==> src/rtl/wb_arbiter_if.sv <==
// Bundle for the write-back arbiter's ports: the ALU and load sources,
// the register-file write port and the debug counter.
//
// Ports carried:
//   alu_valid/alu_waddr/alu_wdata  ALU request in, alu_ready back
//   dm_valid/dm_waddr/dm_wdata     load request in, dm_ready back
//   rf_stall                       register file not sampling this cycle
//   rf_we/rf_waddr/rf_wdata        registered write port toward the register file
//   wr_count                       saturating count of committed writes
//
// Modports:
//   master  environment side (drives requests and rf_stall)
//   slave   arbiter side (drives readies and the write port)
interface wb_arbiter_if #(
  parameter int DATA_W = 16,
  parameter int ADDR_W = 3,
  parameter int CNT_W  = 16
);
  logic              alu_valid;
  logic [ADDR_W-1:0] alu_waddr;
  logic [DATA_W-1:0] alu_wdata;
  logic              alu_ready;

  logic              dm_valid;
  logic [ADDR_W-1:0] dm_waddr;
  logic [DATA_W-1:0] dm_wdata;
  logic              dm_ready;

  logic              rf_stall;
  logic              rf_we;
  logic [ADDR_W-1:0] rf_waddr;
  logic [DATA_W-1:0] rf_wdata;

  logic [CNT_W-1:0]  wr_count;

  modport master (
    output alu_valid, alu_waddr, alu_wdata,
    output dm_valid, dm_waddr, dm_wdata,
    output rf_stall,
    input  alu_ready, dm_ready,
    input  rf_we, rf_waddr, rf_wdata,
    input  wr_count
  );

  modport slave (
    input  alu_valid, alu_waddr, alu_wdata,
    input  dm_valid, dm_waddr, dm_wdata,
    input  rf_stall,
    output alu_ready, dm_ready,
    output rf_we, rf_waddr, rf_wdata,
    output wr_count
  );
endinterface

==> src/rtl/wb_arbiter.sv <==
// Write-back arbiter: shares the register-file write port between the
// ALU result path and the load path with a one-entry registered output.
//
// Ports:
//   clk    rising-edge clock
//   reset  asynchronous active-high reset
//   bus    wb_arbiter_if.slave (source handshakes, rf write port, wr_count)
//
// Arbitration is round-robin on ties. Defining WB_DM_PRIORITY_EN
// switches to fixed priority where the load source always wins a tie.
// Writes to register 0 complete the handshake but never assert rf_we.
module wb_arbiter #(
  parameter int DATA_W = 16,
  parameter int ADDR_W = 3,
  parameter int CNT_W  = 16
) (
  input  logic         clk,
  input  logic         reset,
  wb_arbiter_if.slave  bus
);

  typedef enum logic {
    LAST_ALU = 1'b0,
    LAST_DM  = 1'b1
  } grant_e;

  localparam logic [CNT_W-1:0] CNT_MAX = '1;

  grant_e            last_q;
  grant_e            last_d;

  logic              we_q;
  logic [ADDR_W-1:0] waddr_q;
  logic [DATA_W-1:0] wdata_q;
  logic [CNT_W-1:0]  cnt_q;

  logic              commit;
  logic              accept_ok;
  logic              gnt_alu;
  logic              gnt_dm;
  logic              xfer;
  logic [ADDR_W-1:0] sel_addr;
  logic [DATA_W-1:0] sel_data;

  // The output slot can take a new entry when it is empty or when the
  // register file is draining it on this same edge.
  assign commit    = we_q & ~bus.rf_stall;
  assign accept_ok = ~bus.rf_stall | ~we_q;

  always_comb begin
    gnt_alu = 1'b0;
    gnt_dm  = 1'b0;
    if (!reset && accept_ok) begin
      unique case ({bus.alu_valid, bus.dm_valid})
        2'b10: gnt_alu = 1'b1;
        2'b01: gnt_dm  = 1'b1;
        2'b11: begin
`ifdef WB_DM_PRIORITY_EN
          gnt_dm = 1'b1;
`else
          if (last_q == LAST_DM) begin
            gnt_alu = 1'b1;
          end else begin
            gnt_dm = 1'b1;
          end
`endif
        end
        default: ;
      endcase
    end
  end

  assign xfer     = gnt_alu | gnt_dm;
  assign sel_addr = gnt_dm ? bus.dm_waddr : bus.alu_waddr;
  assign sel_data = gnt_dm ? bus.dm_wdata : bus.alu_wdata;

  always_comb begin
    last_d = last_q;
    if (gnt_alu) begin
      last_d = LAST_ALU;
    end else if (gnt_dm) begin
      last_d = LAST_DM;
    end
  end

  always_ff @(posedge clk or posedge reset) begin
    if (reset) begin
      last_q <= LAST_DM;
    end else begin
      last_q <= last_d;
    end
  end

  // Address/data load on every transfer, even to register 0, so the
  // port reflects the last accepted request; only rf_we is suppressed.
  always_ff @(posedge clk or posedge reset) begin
    if (reset) begin
      we_q    <= 1'b0;
      waddr_q <= '0;
      wdata_q <= '0;
    end else if (xfer) begin
      we_q    <= (sel_addr != '0);
      waddr_q <= sel_addr;
      wdata_q <= sel_data;
    end else if (!bus.rf_stall) begin
      we_q    <= 1'b0;
    end
  end

  always_ff @(posedge clk or posedge reset) begin
    if (reset) begin
      cnt_q <= '0;
    end else if (commit && (cnt_q != CNT_MAX)) begin
      cnt_q <= cnt_q + 1'b1;
    end
  end

  assign bus.alu_ready = gnt_alu;
  assign bus.dm_ready  = gnt_dm;
  assign bus.rf_we     = we_q;
  assign bus.rf_waddr  = waddr_q;
  assign bus.rf_wdata  = wdata_q;
  assign bus.wr_count  = cnt_q;

endmodule

==> src/flat_wrapper.sv <==
// flat-port wrapper written by rule: the top's interface ports become plain ports
module wb_arbiter_flat 
#(
  parameter int DATA_W = 16,
  parameter int ADDR_W = 3,
  parameter int CNT_W  = 16
)
  (clk, reset, bus_alu_valid, bus_alu_waddr, bus_alu_wdata, bus_dm_valid, bus_dm_waddr, bus_dm_wdata, bus_rf_stall, bus_alu_ready, bus_dm_ready, bus_rf_we, bus_rf_waddr, bus_rf_wdata, bus_wr_count);
  wb_arbiter_if #(.DATA_W(DATA_W), .ADDR_W(ADDR_W), .CNT_W(CNT_W)) bus_i ();
  input  logic clk;
  input  logic reset;
  input wire logic [$bits(bus_i.alu_valid)-1:0] bus_alu_valid;
  input wire logic [$bits(bus_i.alu_waddr)-1:0] bus_alu_waddr;
  input wire logic [$bits(bus_i.alu_wdata)-1:0] bus_alu_wdata;
  input wire logic [$bits(bus_i.dm_valid)-1:0] bus_dm_valid;
  input wire logic [$bits(bus_i.dm_waddr)-1:0] bus_dm_waddr;
  input wire logic [$bits(bus_i.dm_wdata)-1:0] bus_dm_wdata;
  input wire logic [$bits(bus_i.rf_stall)-1:0] bus_rf_stall;
  output wire logic [$bits(bus_i.alu_ready)-1:0] bus_alu_ready;
  output wire logic [$bits(bus_i.dm_ready)-1:0] bus_dm_ready;
  output wire logic [$bits(bus_i.rf_we)-1:0] bus_rf_we;
  output wire logic [$bits(bus_i.rf_waddr)-1:0] bus_rf_waddr;
  output wire logic [$bits(bus_i.rf_wdata)-1:0] bus_rf_wdata;
  output wire logic [$bits(bus_i.wr_count)-1:0] bus_wr_count;
  assign bus_i.alu_valid = bus_alu_valid;
  assign bus_i.alu_waddr = bus_alu_waddr;
  assign bus_i.alu_wdata = bus_alu_wdata;
  assign bus_i.dm_valid = bus_dm_valid;
  assign bus_i.dm_waddr = bus_dm_waddr;
  assign bus_i.dm_wdata = bus_dm_wdata;
  assign bus_i.rf_stall = bus_rf_stall;
  assign bus_alu_ready = bus_i.alu_ready;
  assign bus_dm_ready = bus_i.dm_ready;
  assign bus_rf_we = bus_i.rf_we;
  assign bus_rf_waddr = bus_i.rf_waddr;
  assign bus_rf_wdata = bus_i.rf_wdata;
  assign bus_wr_count = bus_i.wr_count;
  wb_arbiter #(.DATA_W(DATA_W), .ADDR_W(ADDR_W), .CNT_W(CNT_W)) u_core (.clk(clk), .reset(reset), .bus(bus_i));
endmodule
==> config.mk <==
export PLATFORM = sky130hd
export DESIGN_NAME = wb_arbiter_flat
export DESIGN_NICKNAME = d
export VERILOG_FILES = /design/src/rtl/wb_arbiter_if.sv /design/src/rtl/wb_arbiter.sv /design/src/flat_wrapper.sv
export SDC_FILE = /design/constraint.sdc
export NUM_CORES = 1
export LEC_CHECK = 0
export CELL_PAD_IN_SITES_DETAIL_PLACEMENT = 0
export CELL_PAD_IN_SITES_GLOBAL_PLACEMENT = 2
export CORE_ASPECT_RATIO = 1.2
export CORE_MARGIN = 5
export CORE_UTILIZATION = 23
export DETAILED_ROUTE_END_ITERATION = 10
export PLACE_DENSITY_LB_ADDON = 0.1
export SLEW_MARGIN = 20
export SYNTH_ARGS = -nofsm -noshare
export SYNTH_HDL_FRONTEND = slang
export SYNTH_SLANG_ARGS = --single-unit
==> constraint.sdc <==
create_clock -name clk -period 1.5 [get_ports clk]
set_input_delay 0.225 -clock clk [delete_from_list [all_inputs] [get_ports clk]]
set_output_delay 0.225 -clock clk [all_outputs]
set_load 0.02 [all_outputs]
Word-level counts from Yosys, hierarchy flattened. Index checks and enable logic that the tools add are counted. W data, S select, Z words.

Bitwise gates (word level): 5. Muxes and demuxes: 12. Reductions and logical operators: 5. Eq/ne operators: 5. Add/subtract/negate cells: 1.

Operators by type and width (count): $add A16 B1 Y16 const B (1); $mux W16 (1); $ne A16 B16 Y1 const B (1); $mux W1 (8); $eq A2 B2 Y1 const B (2); $pmux W1 S2 (2); $mux W3 (1); $reduce_bool A3 Y1 (1); $eq A2 B1 Y1 const B (1); $logic_and A1 B1 Y1 (2); $ne A2 B1 Y1 const B (1); $not A1 Y1 (2); $or A1 B1 Y1 (2); $reduce_bool A2 Y1 (1); $and A1 B1 Y1 (1); $logic_not A1 Y1 (1).

Output and inout port bits: 38. Register bits after elaboration: 37. Input bits: 43.

Depth between registers and ports, before layout. Gate-level depths: netlist of run 1.

Depth after elaboration: 7. Depth in mapped cells: 6. Depth with buffers taken out: 5.

Worst setup path before layout of run 1. OpenSTA, ideal clock, no wires.

Kind: register to register. Start: register u_core.cnt_q[0], in the netlist u_core.bus.wr_count[0]. End: register u_core.cnt_q[1], in the netlist u_core.bus.wr_count[1]. Data required time: 1.372 ns. Cell stages (with the launch flop): 5. Setup slack: -0.064 ns. Arrival: 1.436 ns. Setup time: 0.128 ns. Cell sequence: dfrtp_1 > ha_1 > nand4_4 > o21ai_2 > mux2_1.

Cells in the longest elaborated chain, start to end: 2. Elaborated cells between the ends (all ways): 3.

RTL lines: start: declaration (line wb_arbiter.sv:35) `logic [CNT_W-1:0] cnt_q;`; start signal: assignment (line wb_arbiter.sv:114) `cnt_q <= cnt_q + 1'b1;`; branches (longest 2 deep; another with $add A16 B1 Y16).

Parallel ways; which one is timed is not known. A chain may end at the register's enable or synchronous reset.

Worst setup path after layout of run 1.
Start: register u_core.last_q. End: output port bus_dm_ready.

Cells in the longest elaborated chain, start to end: 3.

RTL lines: start: declaration (line wb_arbiter.sv:29) `grant_e last_q;`; start signal: assignment (line wb_arbiter.sv:90) `last_q <= last_d;`; $mux W1 (line wb_arbiter.sv:61) `if (last_q == LAST_DM) begin`; $pmux W1 S2 (line wb_arbiter.sv:54) `unique case ({bus.alu_valid, bus.dm_valid})`; $mux W1 (line wb_arbiter.sv:53) `if (!reset && accept_ok) begin`; end: declaration (line flat_wrapper.sv:20) `output wire logic [$bits(bus_i.dm_ready)-1:0] bus_dm_ready;`.

No other way between the ends.

==> summary.txt, run 1 <==
status - finished clean
Std-Cell Rows - 36
vias per cell - 4.46
clock share of power - 0.216
RSZ-0062 raised after global routing - yes
Pwr per Cell Area - 1200 mW/mm^2
wire length per cell - 14.5 um
register clock-pin slew on the reported worst setup and hold paths - 80 ps
Syn Area/Cell - 11.1 um^2
via count - 1668
Initial Util - 0.235
diode count - 0
Layout fillers - 873
ANT nets after route - 0
r2r startpoint - u_core.last_q
number of nets in the layout - 322
Setup crit end - bus_dm_ready
Seq/Total Area, Yosys - 0.488
Slew headroom - 0.842
Sinks on Clock Net - 37
CP Launch Type - flop
Net Count, Synth - 216
initial antenna violation count - 0
FF+latch count, synth - 37
GP Congestion - 0.759
root buffer cell - clkbuf_8
internal power - 2.41 mW
CTS tree - done
Final min period - 1490 ps
Layout Skew - 2.74 ps
DP Wirelength - 4050 um
Async SR Flop Fraction - 1.00
part of the power in registers - 0.380
Top FF cell, synth - dfrtp_1
total track usage - 0.111
Worst Max-Slew Pin Slew - 236 ps
post-cts hold buffer count - 0
CTS max path bufs - 2
Worst Path Max Fanout - 2
Post-synth EDFFs - 0
Worst EP arrival - 1260 ps
Cells after DPL - 363
largest net degree at the start of global routing - 38
I/O pins - 81
total clock buffers created by CTS - 5
DRT Wirelength - 5410 um
TritonRoute pass-1 iters - 4
Die W - 93.0 um
die height - 110 um
Skew-Pair Late Insertion Delay - 290 ps
worst hold margin - 373 ps
pre-CTS WS - -410 ps
P&R area growth vs syn - 62.9%
Comb power frac - 0.404
setup TNS - 0 ps
DRT iter0 DRCs - 29
H-tree depth - 2
Tcrit/Tclk final - 0.990
PnR worst setup slack - 14.7 ps
share of layout cells above drive strength 1 - 0.244
number of max-cap violations - 0
Crit Path Category - flop to primary output
Hold Crit Class - input pin to asynchronous set/reset pin
Port Buffers - 80
Final Hold Vio Count - 0
Critical R2R Capture - u_core.bus.rf_we
core footprint - 0.00811 mm^2
reg2reg path depth - 6
vias in the first global route - 1715
Layout Cells excl Fill - 374
Pwr Total - 3.70 mW
Slew Viols, Final - 0
Peak Freq - 0.673 GHz
GRT overflow - 0
Required @ worst endpoint - 1270 ps
Lkg Pwr - 1.58 nW
first-pass GRT wire length - 8830 um
CP startpoint - u_core.last_q
sw frac - 0.348
Final Setup Violations - 0
CP Capture Type - primary output
Synth Warn # - 0
NetSw - 1.29 mW
Post-Syn Area - 0.00190 mm^2
die area - 0.0102 mm^2
DRC - 0
Cells after Synth - 172
Yosys cell types - 44
Reg2Reg Setup Slack - 90 ps
maximum vdd ir drop - 407 uV
==> critical path, cell delays in order (launching register included) <==
cell and delay (ps):
dfstp_2 540, buf_4 100, nand2_1 60, nand3_2 90, inv_2 50, buf_6 120
==> worst min-delay path by stage <==
stage                       startpoint  cells past startpoint                      end
6_report                         reset                      3  u_core.bus.wr_count[10]
3_3_place_gp   u_core.bus.wr_count[15]                      1  u_core.bus.wr_count[15]
4_1_cts                          reset                      3   u_core.bus.wr_count[7]
5_1_grt                          reset                      3   u_core.bus.wr_count[7]
3_5_place_dp   u_core.bus.wr_count[15]                      1  u_core.bus.wr_count[15]
2_1_floorplan         bus_dm_wdata[10]                      2  u_core.bus.rf_wdata[10]
==> cell usage after synthesis (all sizes together), types with 2 or more instances <==
library cell,instances,area (um^2)
o21ai,20,104
nand2,23,88.8
o211ai,3,37.5
and3,8,55.1
nand3,4,30.0
xnor2,11,96.3
nand4,4,40.0
a31oi,2,12.5
buf,7,55.1
xor2,3,26.3
nor2,4,15.0
a21oi,3,18.8
dfrtp,36,901
mux2i,20,200
and2,3,20.0
inv,3,11.3
and4,3,32.5
==> layout by cell type (no fill, tap or decap), drive strengths merged, types with 2 or more instances in the layout <==
cell type      synthesis  final
clkdlybuf4s50          0     42
dfrtp                 36     36
dlygate4sd2            0     29
buf                    7     29
nand2                 23     23
mux2i                 20     20
o21ai                 20     20
xnor2                 11     11
and3                   8      8
clkbuf                 1      7
dlymetal6s2s           0      7
nor2                   4      4
nand4                  4      4
nand3                  4      4
o211ai                 3      3
xor2                   3      3
and4                   3      3
and2                   3      3
a21oi                  3      3
inv                    3      3
a31oi                  2      2
==> flip-flops by register name, summed over array words and instances, names as in the netlist <==
name,count
u_core.bus.rf_wdata,16
u_core.bus.wr_count,16
u_core.bus.rf_waddr,3
u_core.bus.rf_we,1
u_core.last_q,1
==> area by class of cell <==
| class | count | area [um^2] | area share |
|---|---|---|---|
| Clock buffer | 7 | 96.3 | 0.0311 |
| Timing Repair Buffer | 107 | 1020 | 0.328 |
| Multi-Input combinational cell | 124 | 915 | 0.295 |
| Sequential cell | 37 | 936 | 0.302 |
| Clock inverter | 1 | 5.00 | 0.00162 |
| Inverter | 3 | 11.3 | 0.00363 |
| Tap cell | 95 | 119 | 0.0384 |
==> metal layers <==
metal,track usage,part of all wire,up-vias
li1,-,-,827
met1,0.134,0.41,779
met2,0.185,0.50,57
met3,0.0431,0.077,5
met4,0.0314,0.012,0
met5,0,0,-
==> power groups by stage <==
| stage | Clock (mW) | Sequential [mW] | Combinational [mW] |
|---|---|---|---|
| floorplan | 0 | 1.74 | 0.441 |
| global placement | 0 | 1.43 | 1.65 |
| detailed placement | 0 | 1.43 | 1.65 |
| CTS | 0.848 | 1.41 | 1.51 |
| global route | 0.884 | 1.45 | 1.63 |
| finish | 0.802 | 1.41 | 1.50 |
==> kinds of logic after synthesis <==
group                      Yosys count  synth area share
muxes                               21             0.111
adders and majority gates            1           0.00658
xor gates and xnor gates            14            0.0645
AOI/OAI and AO/OA                   32             0.109
and+or+nand+nor                     56             0.184
buffers and inverters               11            0.0375
DFF                                 37             0.488
==> metrics by stage <==
step,utilization,area [um^2]
2_1_floorplan,-,1910
3_3_place_gp,0.366,2970
3_5_place_dp,0.366,2970
4_1_cts,0.373,3020
5_1_grt,0.382,3100
6_report,0.382,3100
==> timing repair <==
item / CTS / global route
pin swaps: 0 / 2
hold endpoints to repair: 0 / 0
setup endpoints to repair: 37 / 27
setup buffers: 0 / 3
resized for setup: 38 / 19
(Power assumes the default switching activity.)
==> run 2, diff against run 1 <==
Settings changed: CAP_MARGIN set to 15.
==> results of run 2 <==
Same layout as run 1: the final DEF is identical, and so are final timing and power.
